File: src/rtl/song_note_feeder_if.sv
// Port bundle for song_note_feeder: note-matcher side (load, requests, links, ready)
// and the chart ROM read port (mem_addr out, mem_data back).
interface song_note_feeder_if #(
    parameter int NOTES  = 37,
    parameter int TIME_W = 18,
    parameter int ADDR_W = 12
);
    logic                    load;
    logic [NOTES-1:0]        metadata_request;
    logic [NOTES*TIME_W-1:0] metadata_link;
    logic                    ready;
    logic [ADDR_W-1:0]       mem_addr;
    logic [TIME_W-1:0]       mem_data;

    // slave is the feeder; master is the matcher array together with the chart ROM
    modport slave (
        input  load, metadata_request, mem_data,
        output metadata_link, ready, mem_addr
    );
    modport master (
        output load, metadata_request, mem_data,
        input  metadata_link, ready, mem_addr
    );
endinterface

File: src/rtl/song_note_feeder.sv
// Keeps each note lane's next unmatched chart time, refetching from the chart ROM on request.
// Define FEEDER_RR_ARB_EN for round-robin lane arbitration; default is lowest-index priority.
module song_note_feeder #(
    parameter int NOTES  = 37,
    parameter int TIME_W = 18,
    parameter int ADDR_W = 12
) (
    input  logic              clk,
    input  logic              rst_n,
    song_note_feeder_if.slave bus
);
    localparam int                IDX_W = $clog2(NOTES);
    localparam logic [TIME_W-1:0] END_T = '1;

    typedef enum logic [2:0] {IDLE, H_ADDR, H_CAP, T_CAP, ARB, FETCH} state_t;

    state_t            state, state_nx;
    logic [IDX_W-1:0]  idx, sel, grant;
    logic [ADDR_W-1:0] ptr [NOTES];
    logic [TIME_W-1:0] link [NOTES];
    logic [NOTES-1:0]  pending, req_q, accept, clr, fetching;
    logic [ADDR_W-1:0] mem_addr, addr_nx, head;
    logic              ready, grant_any;

    assign head = bus.mem_data[ADDR_W-1:0];

`ifdef FEEDER_RR_ARB_EN
    logic [IDX_W-1:0] last;

    always_ff @(posedge clk or negedge rst_n) begin
        if (!rst_n)
            last <= IDX_W'(NOTES-1);
        else if (state == ARB && grant_any && !bus.load)
            last <= grant;
    end

    // Walk downward so the lane nearest after `last` is the final, winning assignment.
    always_comb begin
        grant_any = 1'b0;
        grant     = '0;
        for (int k = NOTES; k >= 1; k--) begin
            if (pending[(int'(last) + k) % NOTES]) begin
                grant_any = 1'b1;
                grant     = IDX_W'((int'(last) + k) % NOTES);
            end
        end
    end
`else
    always_comb begin
        grant_any = 1'b0;
        grant     = '0;
        for (int k = NOTES-1; k >= 0; k--) begin
            if (pending[k]) begin
                grant_any = 1'b1;
                grant     = IDX_W'(k);
            end
        end
    end
`endif

    // A request counts unless the lane is exhausted (END shown and nothing in flight for it).
    always_comb begin
        accept = '0;
        for (int i = 0; i < NOTES; i++) begin
            fetching[i] = (state == FETCH) && (sel == IDX_W'(i));
            clr[i]      = (state == ARB) && grant_any && (grant == IDX_W'(i));
            if (state == ARB || state == FETCH)
                accept[i] = bus.metadata_request[i] &&
                            ((link[i] != END_T) || pending[i] || req_q[i] || fetching[i]);
        end
    end

    // NOTE: every always_comb output gets a default first so no latch is inferred.
    always_comb begin
        state_nx = state;
        addr_nx  = mem_addr;
        case (state)
            IDLE:   ;
            H_ADDR: begin
                addr_nx  = ADDR_W'(idx);
                state_nx = H_CAP;
            end
            H_CAP:  begin
                addr_nx  = head;
                state_nx = T_CAP;
            end
            T_CAP:  state_nx = (idx == IDX_W'(NOTES-1)) ? ARB : H_ADDR;
            ARB:    if (grant_any) begin
                addr_nx  = ptr[grant] + ADDR_W'(1);
                state_nx = FETCH;
            end
            FETCH:  state_nx = ARB;
            default: state_nx = IDLE;
        endcase
        if (bus.load)
            state_nx = H_ADDR;
    end

    always_ff @(posedge clk or negedge rst_n) begin
        if (!rst_n)
            state <= IDLE;
        else
            state <= state_nx;
    end

    // NOTE: ptr/link are flop arrays read every cycle, not a RAM, so they take the async reset.
    always_ff @(posedge clk or negedge rst_n) begin
        if (!rst_n) begin
            idx      <= '0;
            sel      <= '0;
            mem_addr <= '0;
            ready    <= 1'b0;
            pending  <= '0;
            req_q    <= '0;
            for (int i = 0; i < NOTES; i++) begin
                ptr[i]  <= '0;
                link[i] <= END_T;
            end
        end else begin
            mem_addr <= addr_nx;
            if (bus.load) begin
                idx     <= '0;
                ready   <= 1'b0;
                pending <= '0;
                req_q   <= '0;
                for (int i = 0; i < NOTES; i++)
                    link[i] <= END_T;
            end else begin
                // Accepted requests sit one cycle in req_q; a fresh set beats a same-edge clear.
                req_q   <= accept;
                pending <= (pending & ~clr) | req_q;
                case (state)
                    H_CAP: ptr[idx] <= head;
                    T_CAP: begin
                        link[idx] <= bus.mem_data;
                        if (idx == IDX_W'(NOTES-1))
                            ready <= 1'b1;
                        else
                            idx <= idx + IDX_W'(1);
                    end
                    ARB: if (grant_any) begin
                        ptr[grant] <= ptr[grant] + ADDR_W'(1);
                        sel        <= grant;
                    end
                    FETCH: link[sel] <= bus.mem_data;
                    default: ;
                endcase
                for (int i = 0; i < NOTES; i++)
                    if (accept[i])
                        link[i] <= END_T;
            end
        end
    end

    assign bus.mem_addr = mem_addr;
    assign bus.ready    = ready;

    for (genvar g = 0; g < NOTES; g++) begin : g_pack
        assign bus.metadata_link[TIME_W*g +: TIME_W] = link[g];
    end
endmodule

File: src/flat_wrapper.sv
// flat-port wrapper written by rule: the top's interface ports become plain ports
module song_note_feeder_flat 
#(
    parameter int NOTES  = 37,
    parameter int TIME_W = 18,
    parameter int ADDR_W = 12
)
  (clk, rst_n, bus_load, bus_metadata_request, bus_mem_data, bus_metadata_link, bus_ready, bus_mem_addr);
  song_note_feeder_if #(.NOTES(NOTES), .TIME_W(TIME_W), .ADDR_W(ADDR_W)) bus_i ();
  input  logic clk;
  input  logic rst_n;
  input wire logic [$bits(bus_i.load)-1:0] bus_load;
  input wire logic [$bits(bus_i.metadata_request)-1:0] bus_metadata_request;
  input wire logic [$bits(bus_i.mem_data)-1:0] bus_mem_data;
  output wire logic [$bits(bus_i.metadata_link)-1:0] bus_metadata_link;
  output wire logic [$bits(bus_i.ready)-1:0] bus_ready;
  output wire logic [$bits(bus_i.mem_addr)-1:0] bus_mem_addr;
  assign bus_i.load = bus_load;
  assign bus_i.metadata_request = bus_metadata_request;
  assign bus_i.mem_data = bus_mem_data;
  assign bus_metadata_link = bus_i.metadata_link;
  assign bus_ready = bus_i.ready;
  assign bus_mem_addr = bus_i.mem_addr;
  song_note_feeder #(.NOTES(NOTES), .TIME_W(TIME_W), .ADDR_W(ADDR_W)) u_core (.clk(clk), .rst_n(rst_n), .bus(bus_i));
endmodule
File: config.mk
export PLATFORM = sky130hd
export DESIGN_NAME = song_note_feeder_flat
export DESIGN_NICKNAME = d
export VERILOG_FILES = /design/src/rtl/song_note_feeder_if.sv /design/src/rtl/song_note_feeder.sv /design/src/flat_wrapper.sv
export SDC_FILE = /design/constraint.sdc
export NUM_CORES = 2
export LEC_CHECK = 0
export BUFFER_PORTS_ARGS = -buffer_cell sky130_fd_sc_hd__buf_2
export CORE_UTILIZATION = 45
export DETAILED_ROUTE_END_ITERATION = 10
export PLACE_DENSITY = 0.63
export SLEW_MARGIN = 15
export SYNTH_ARGS = -nofsm -noshare
export SYNTH_HDL_FRONTEND = slang
export SYNTH_SLANG_ARGS = --single-unit
File: constraint.sdc
create_clock -name clk -period 5.6 [get_ports clk]
set_input_delay 0 -clock clk [delete_from_list [all_inputs] [get_ports clk]]
set_output_delay 0 -clock clk [all_outputs]
set_load 0.005 [all_outputs]
# ---- Yosys cells after proc, flatten, opt, wreduce, memory -nomap -nowiden
# Index checks and enable logic that the tools add are counted.
dict set report word_totals {
  reg_bits 1212
  input_bits 58
  output_inout_bits 679
  elab_cells 673
}
dict set report classes {
  n_addsub 2
  order_cmp 6
  eq_ne 119
  n_mux 181
  bitwise_logic 7
  n_reduce_logical 277
}
# op n
set op_table {}
lappend op_table {{$bwmux W666} 2}
lappend op_table {{$pmux W666 S2} 1}
lappend op_table {{$bwmux W444} 2}
lappend op_table {{$pmux W444 S2} 1}
lappend op_table {{$mux W18} 39}
lappend op_table {{$mux W666} 1}
lappend op_table {{$ne A18 B18 Y1 const B} 37}
lappend op_table {{$mux W444} 1}
lappend op_table {{$mux W6} 40}
lappend op_table {{$demux W18 S6} 2}
lappend op_table {{$eq A6 B5 Y1 const B} 32}
lappend op_table {{$reduce_bool A4 Y1} 37}
lappend op_table {{$demux W12 S6} 2}
lappend op_table {{$logic_and A1 B1 Y1} 115}
lappend op_table {{$logic_or A1 B1 Y1} 112}
lappend op_table {{$eq A6 B4 Y1 const B} 16}
lappend op_table {{$mux W1} 77}
lappend op_table {{$mux W37} 2}
lappend op_table {{$bmux W12 S6} 1}
lappend op_table {{$eq A6 B6 Y1 const B} 11}
lappend op_table {{$mux W12} 5}
lappend op_table {{$eq A6 B3 Y1 const B} 8}
lappend op_table {{$and A37 B37 Y37} 1}
lappend op_table {{$not A37 Y37} 1}
lappend op_table {{24 further kinds} 46}

# ---- Depth between registers and ports, before layout
dict set report logic_depth {
  depth_word 45
  mapped_depth 22
  ltp_nobuf 16
}

# ---- Worst setup path after synthesis
# Ideal clock, no wire load.
dict set report synth_timing {
  kind {register to register}
  startpoint {register u_core.pending[22]}
  endpoint {register u_core.ptr[272] (netlist name)}
  setup_time_ps 130
  arrival_ps 4423
  t_required_ps 5470
  slack_ps 1047
  stages_incl_launch_ff 21
  n_path_buf 4
  path_cell_list {dfrtp_1 or3_1 a221o_1 a21oi_4 o211ai_1 nand2_2 buf_4 buf_6 nand2_1 a311oi_1 nor3_1 or4_1 inv_1 ha_1 nand4_1 nor4_2 xnor2_1 o21a_1 buf_6 buf_6 a21oi_2}
}
dict set report synth_between {
  elab_chain_len 31
}
# element line_no
set synth_lines {}
lappend synth_lines {{from (decl)} song_note_feeder.sv:21} ;# logic [NOTES-1:0] pending, req_q, accept, clr, fetching;
lappend synth_lines {{from (signal assigned)} song_note_feeder.sv:131} ;# pending <= (pending & ~clr) | req_q;
lappend synth_lines {{$mux W6 (23 in series)} song_note_feeder.sv:53} ;# if (pending[k]) begin
lappend synth_lines {{$not A6 Y7 (not written as such)} song_note_feeder.sv:142} ;# ptr[grant] <= ptr[grant] + ADDR_W'(1);
lappend synth_lines {{$bmux W12 S6 (tied with other cells)} song_note_feeder.sv:142}
lappend synth_lines {{$mux W12 (not written as such) / $logic_and A1 B1 Y1 (equally long branches)} song_note_feeder.sv:142}
lappend synth_lines {{$mux W12 (not written as such)} song_note_feeder.sv:142}
lappend synth_lines {{$add A12 B1 Y12 / $demux W12 S6 (equally long branches)} song_note_feeder.sv:142}
lappend synth_lines {{$bwmux W444} song_note_feeder.sv:142}
lappend synth_lines {{$mux W444} song_note_feeder.sv:141} ;# ARB: if (grant_any) begin
lappend synth_lines {{$pmux W444 S2} song_note_feeder.sv:132} ;# case (state)
lappend synth_lines {{to (signal, indexed assignment)} song_note_feeder.sv:142}
lappend synth_lines {{to (decl)} song_note_feeder.sv:19} ;# logic [ADDR_W-1:0] ptr [NOTES];
# Several ways; a longest one is shown, not always the timed one. The select of a mux whose other input is x is not followed.
# A chain may end at the register's enable or synchronous reset.

# ---- Worst setup path after layout
dict set report layout_timing {
  startpoint {register u_core.pending[11]}
  endpoint {register u_core.ptr[35] (netlist name)}
}
dict set report layout_between {
  elab_chain_len 20
}
# element line_no
set layout_lines {}
lappend layout_lines {{$mux W6 (12 in series)} song_note_feeder.sv:53}
lappend layout_lines {{$not A6 Y7 (not written as such)} song_note_feeder.sv:142}
lappend layout_lines {{$bmux W12 S6 (tied with other cells)} song_note_feeder.sv:142}
lappend layout_lines {{$mux W12 (not written as such) / $logic_and A1 B1 Y1 (equally long branches)} song_note_feeder.sv:142}
lappend layout_lines {{$mux W12 (not written as such)} song_note_feeder.sv:142}
lappend layout_lines {{$add A12 B1 Y12 / $demux W12 S6 (equally long branches)} song_note_feeder.sv:142}
lappend layout_lines {{$bwmux W444} song_note_feeder.sv:142}
lappend layout_lines {{$mux W444} song_note_feeder.sv:141}
lappend layout_lines {{$pmux W444 S2} song_note_feeder.sv:132}
# Several ways; a longest one is shown, not always the timed one. The select of a mux whose other input is x is not followed.

==> out/metrics.yaml <==
power:
  switching_share_pct: 28.3
  power_frac_comb_pct: 12.6
  p_total_mw: 22.5
  intPower_mw: 16.1
  p_sw_mw: 6.37
  power_frac_clock_pct: 43.1
  p_leak_nw: 29.2
  power_density_mw_per_mm2: 320
  ir_drop_mv: 0.350
  seq_power_share_pct: 44.3
worst_setup_path:
  arrival_ns: 6.17
  critPathMaxStageDelay_ns: 0.73
  path_buf_inv: 2
  crit_fanout: 32
  slowest_stage: "or4_1"
  start_kind: "flop"
  worstPathRequired_ns: 6.25
  crit_start: "u_core.pending[11]"
  crit_family: "simple AND/OR/NAND/NOR gates"
  r2r-start: "u_core.pending[11]"
  path_class: "reg2reg"
  cp_cell_sequence: "or4_1 -> a41oi_2 -> or2_2 -> buf_4 -> nor2_1 -> a2111oi_2 -> a21oi_1 -> or4b_1 -> nor4b_4 -> a31oi_1 -> o31ai_4 -> buf_12 -> mux2i_1"
  worstSetupEndpointType: "flop"
synthesis:
  ys_seq_area_share_pct: 53.6
  synthesis.nets: 6613
  synth_area_mm2: 0.0582
  synth_enable_flop_cells: 0
  synthArstFlopShare_pct: 100
  synth.area.top_cells: "dfstp_2, dfrtp_1, nand2_1, nor2_1, o21ai_0"
  ys_ff_latch: 1212
  syn_inst: 6552
  avgSynthCellArea_um2: 8.88
  synth_top_flop_cell: "dfstp_2"
  synth.top_cell.area_share_pct: 30.1
  synthTopCellsByCount: "nand2_1, nor2_1, dfstp_2, dfrtp_1, o21ai_0"
  synth.most_common_cell: "nand2_1"
  synthDistinctLibCells: 96
  yosysWarningCount: 0
  synth_area_leader_cell: "dfstp_2"
run:
  maxCapViolCount: 0
clock_tree:
  cts_root_buf: "clkbuf_16"
  clk_path_buf_depth: 3
  clock_latency_ns: 0.81
  htree_levels: 4
  clk_pin_slew_ns: 0.06
  cts_tree: "built"
  cts_num_sinks: 1212
  cts_buffers: 136
sta:
  max_slew_margin_pct: 13.1
  fin_crit_ns: 5.52
  finalSetupViolCount: 0
  maxSlewViolCount: 0
  hold_ws_ns: 0.165
  fmax_ghz: 0.181
  worst_pin_slew_ns: 1.30
  worst_slack_ns: 0.0810
  fin_crit_sh_pct: 98.6
  skew_ns: 0.0354
  grt_setup_unrepaired: "no"
  hold_viol_final: 0
cells_and_area:
  drive_above_1_share_pct: 28.0
  area_growth_pct: 20.7
  num-nets-final: 7337
global_route:
  grt_pass1_vias: 56212
  grt_pass1_wl_mm: 432
  grt.total_usage_pct: 46.4
  antenna_found_initial: 20
  overflow: 0
  grt_max_degree: 172
routing:
  met2WireLength_mm: 135
  wirelength_mm: 310
  wl_met1_mm: 111
  drtAntennaViolNets: 0
  wl_per_cell_um: 34.2
  drcViolationCount: 0
  viasPerCell: 6.57
  dr.max_layer_used: "met5"
  vias: 59539
  wl_met3_mm: 34.8
  drt_iter0_drc: 8756
  drtPass1Iterations: 8
min_path:
  min_path_type: "in2reg"
  min_from: "bus_metadata_request[14]"
floorplanning:
  die_h_um: 362
  core_mm2: 0.128
  die_w_um: 362
  initial_core_util_pct: 45.5
  pin_count: 737
  std_cell_rows: 131
  dieArea_mm2: 0.131
place:
  gp_congestion: 1.03
  dp_worst_setup_slack_ns: -0.130
  hpwl_mm: 225
  numPortBuffers: 736
outcome:
  outcome: "complete, no violations"
==> kinds of logic after synthesis <==
logic type	after synthesis	share of synthesized area (%)
buffers and inverters	554	3.79
muxes	86	1.49
and+or+nand+nor	2983	22.7
xor gates and xnor gates	10	0.151
AOI/OAI and AO/OA	1704	18.3
DFF	1212	53.6
adders and majority gates	3	0.0645
==> final cells by class <==
cell class / count / area [µm²]
Clock inverter: 53 / 671
Fill cell: 11610 / 57600
Antenna cell: 14 / 35.0
Multi-Input combinational cell: 4786 / 25100
Tap cell: 1662 / 2080
Clock buffer: 194 / 4070
Inverter: 33 / 124
Sequential cell: 1212 / 31200
Timing Repair Buffer: 1107 / 7020
==> per-layer routing <==
metal  vias to the layer above  GRT usage [%]
met1                     29547           56.3
met5                         -              0
li1                      24574              -
met2                      4247           68.9
met3                      1161           13.6
met4                        10           37.2
==> worst min-delay path: cells and delay by family <==
kind	cells	cell delay, ns
buffers and inverters	2	0.63
and+or+nand+nor	2	0.29
==> power groups by stage <==
stage / clock network, mW / logic, mW / registers (mW)
final: 9.67 / 2.83 / 9.96
after global routing: 10.0 / 2.99 / 9.98
after CTS: 9.67 / 2.76 / 9.93
after detailed placement: 0 / 2.71 / 10.1
after global placement: 0 / 2.68 / 10.1
after floorplan: 0 / 1.25 / 9.88
==> placed cells by master (no fill, tap or decap), types with 31 or more instances in the layout <==
cell type      synthesis  layout
nand2_1             1136    1134
nor2_1              1017    1002
buf_2                 30     734
dfstp_2              666     666
dfrtp_1              546     546
o21ai_0              469     468
a21oi_1              395     385
buf_4                  8     281
nand3_1              262     262
clkbuf_16              0     144
a31oi_1              142     140
nand4_1              134     134
o22ai_1              131     131
a211oi_1             124     124
mux2i_1               80      80
o21a_1                80      79
nor3_1                80      76
and3_1                64      64
nand4b_1              60      60
dlygate4sd3_1          0      59
o211ai_1              54      54
o221ai_1              54      54
or3_1                 43      43
nand2b_1              40      39
inv_1                 32      32
a21oi_2               22      31
==> repair_timing <==
action	in CTS	in global routing
hold endpoints to repair	998	0
endpoints found under the setup margin	146	204
buffers inserted	0	4
gates resized for setup	2	8
hold buffers	60	0
cloned	0	0
pin swaps	0	4
==> path summary, 6_finish.rpt <==
kind                                                 endpoint  slack (ns)  cells past startpoint
min in group asynchronous       u_core.bus.metadata_link[109]        0.56                      3
worst min register to register                u_core.ptr[292]        0.48                      1
max in group asynchronous                    u_core.req_q[13]        4.02                      4
worst min-delay path                         u_core.req_q[14]        0.16                      4
worst max register to register                 u_core.ptr[35]        0.08                     13
worst max-delay path                           u_core.ptr[35]        0.08                     13
==> metrics by stage <==
stage	instance area [µm²]	TNS (ns)	instances	utilization, %
floorplan	58200	0	6552	-
global placement	64700	-0.746	8736	50.6
detailed placement	64700	-8.12	8736	50.6
CTS	70100	0	9043	54.8
global route	70200	0	9054	54.9
finish	70300	0	9061	54.9
==> state kept, by name, indices dropped and copies added (netlist names) <==
name / flops
u_core.sel: 6
u_core.bus.mem_addr: 12
u_core.bus.ready: 1
u_core.bus.metadata_link: 666
u_core.idx: 6
u_core.state: 3
u_core.pending: 37
u_core.req_q: 37
u_core.ptr: 444
No activity file was read; power rests on OpenSTA's default activity.
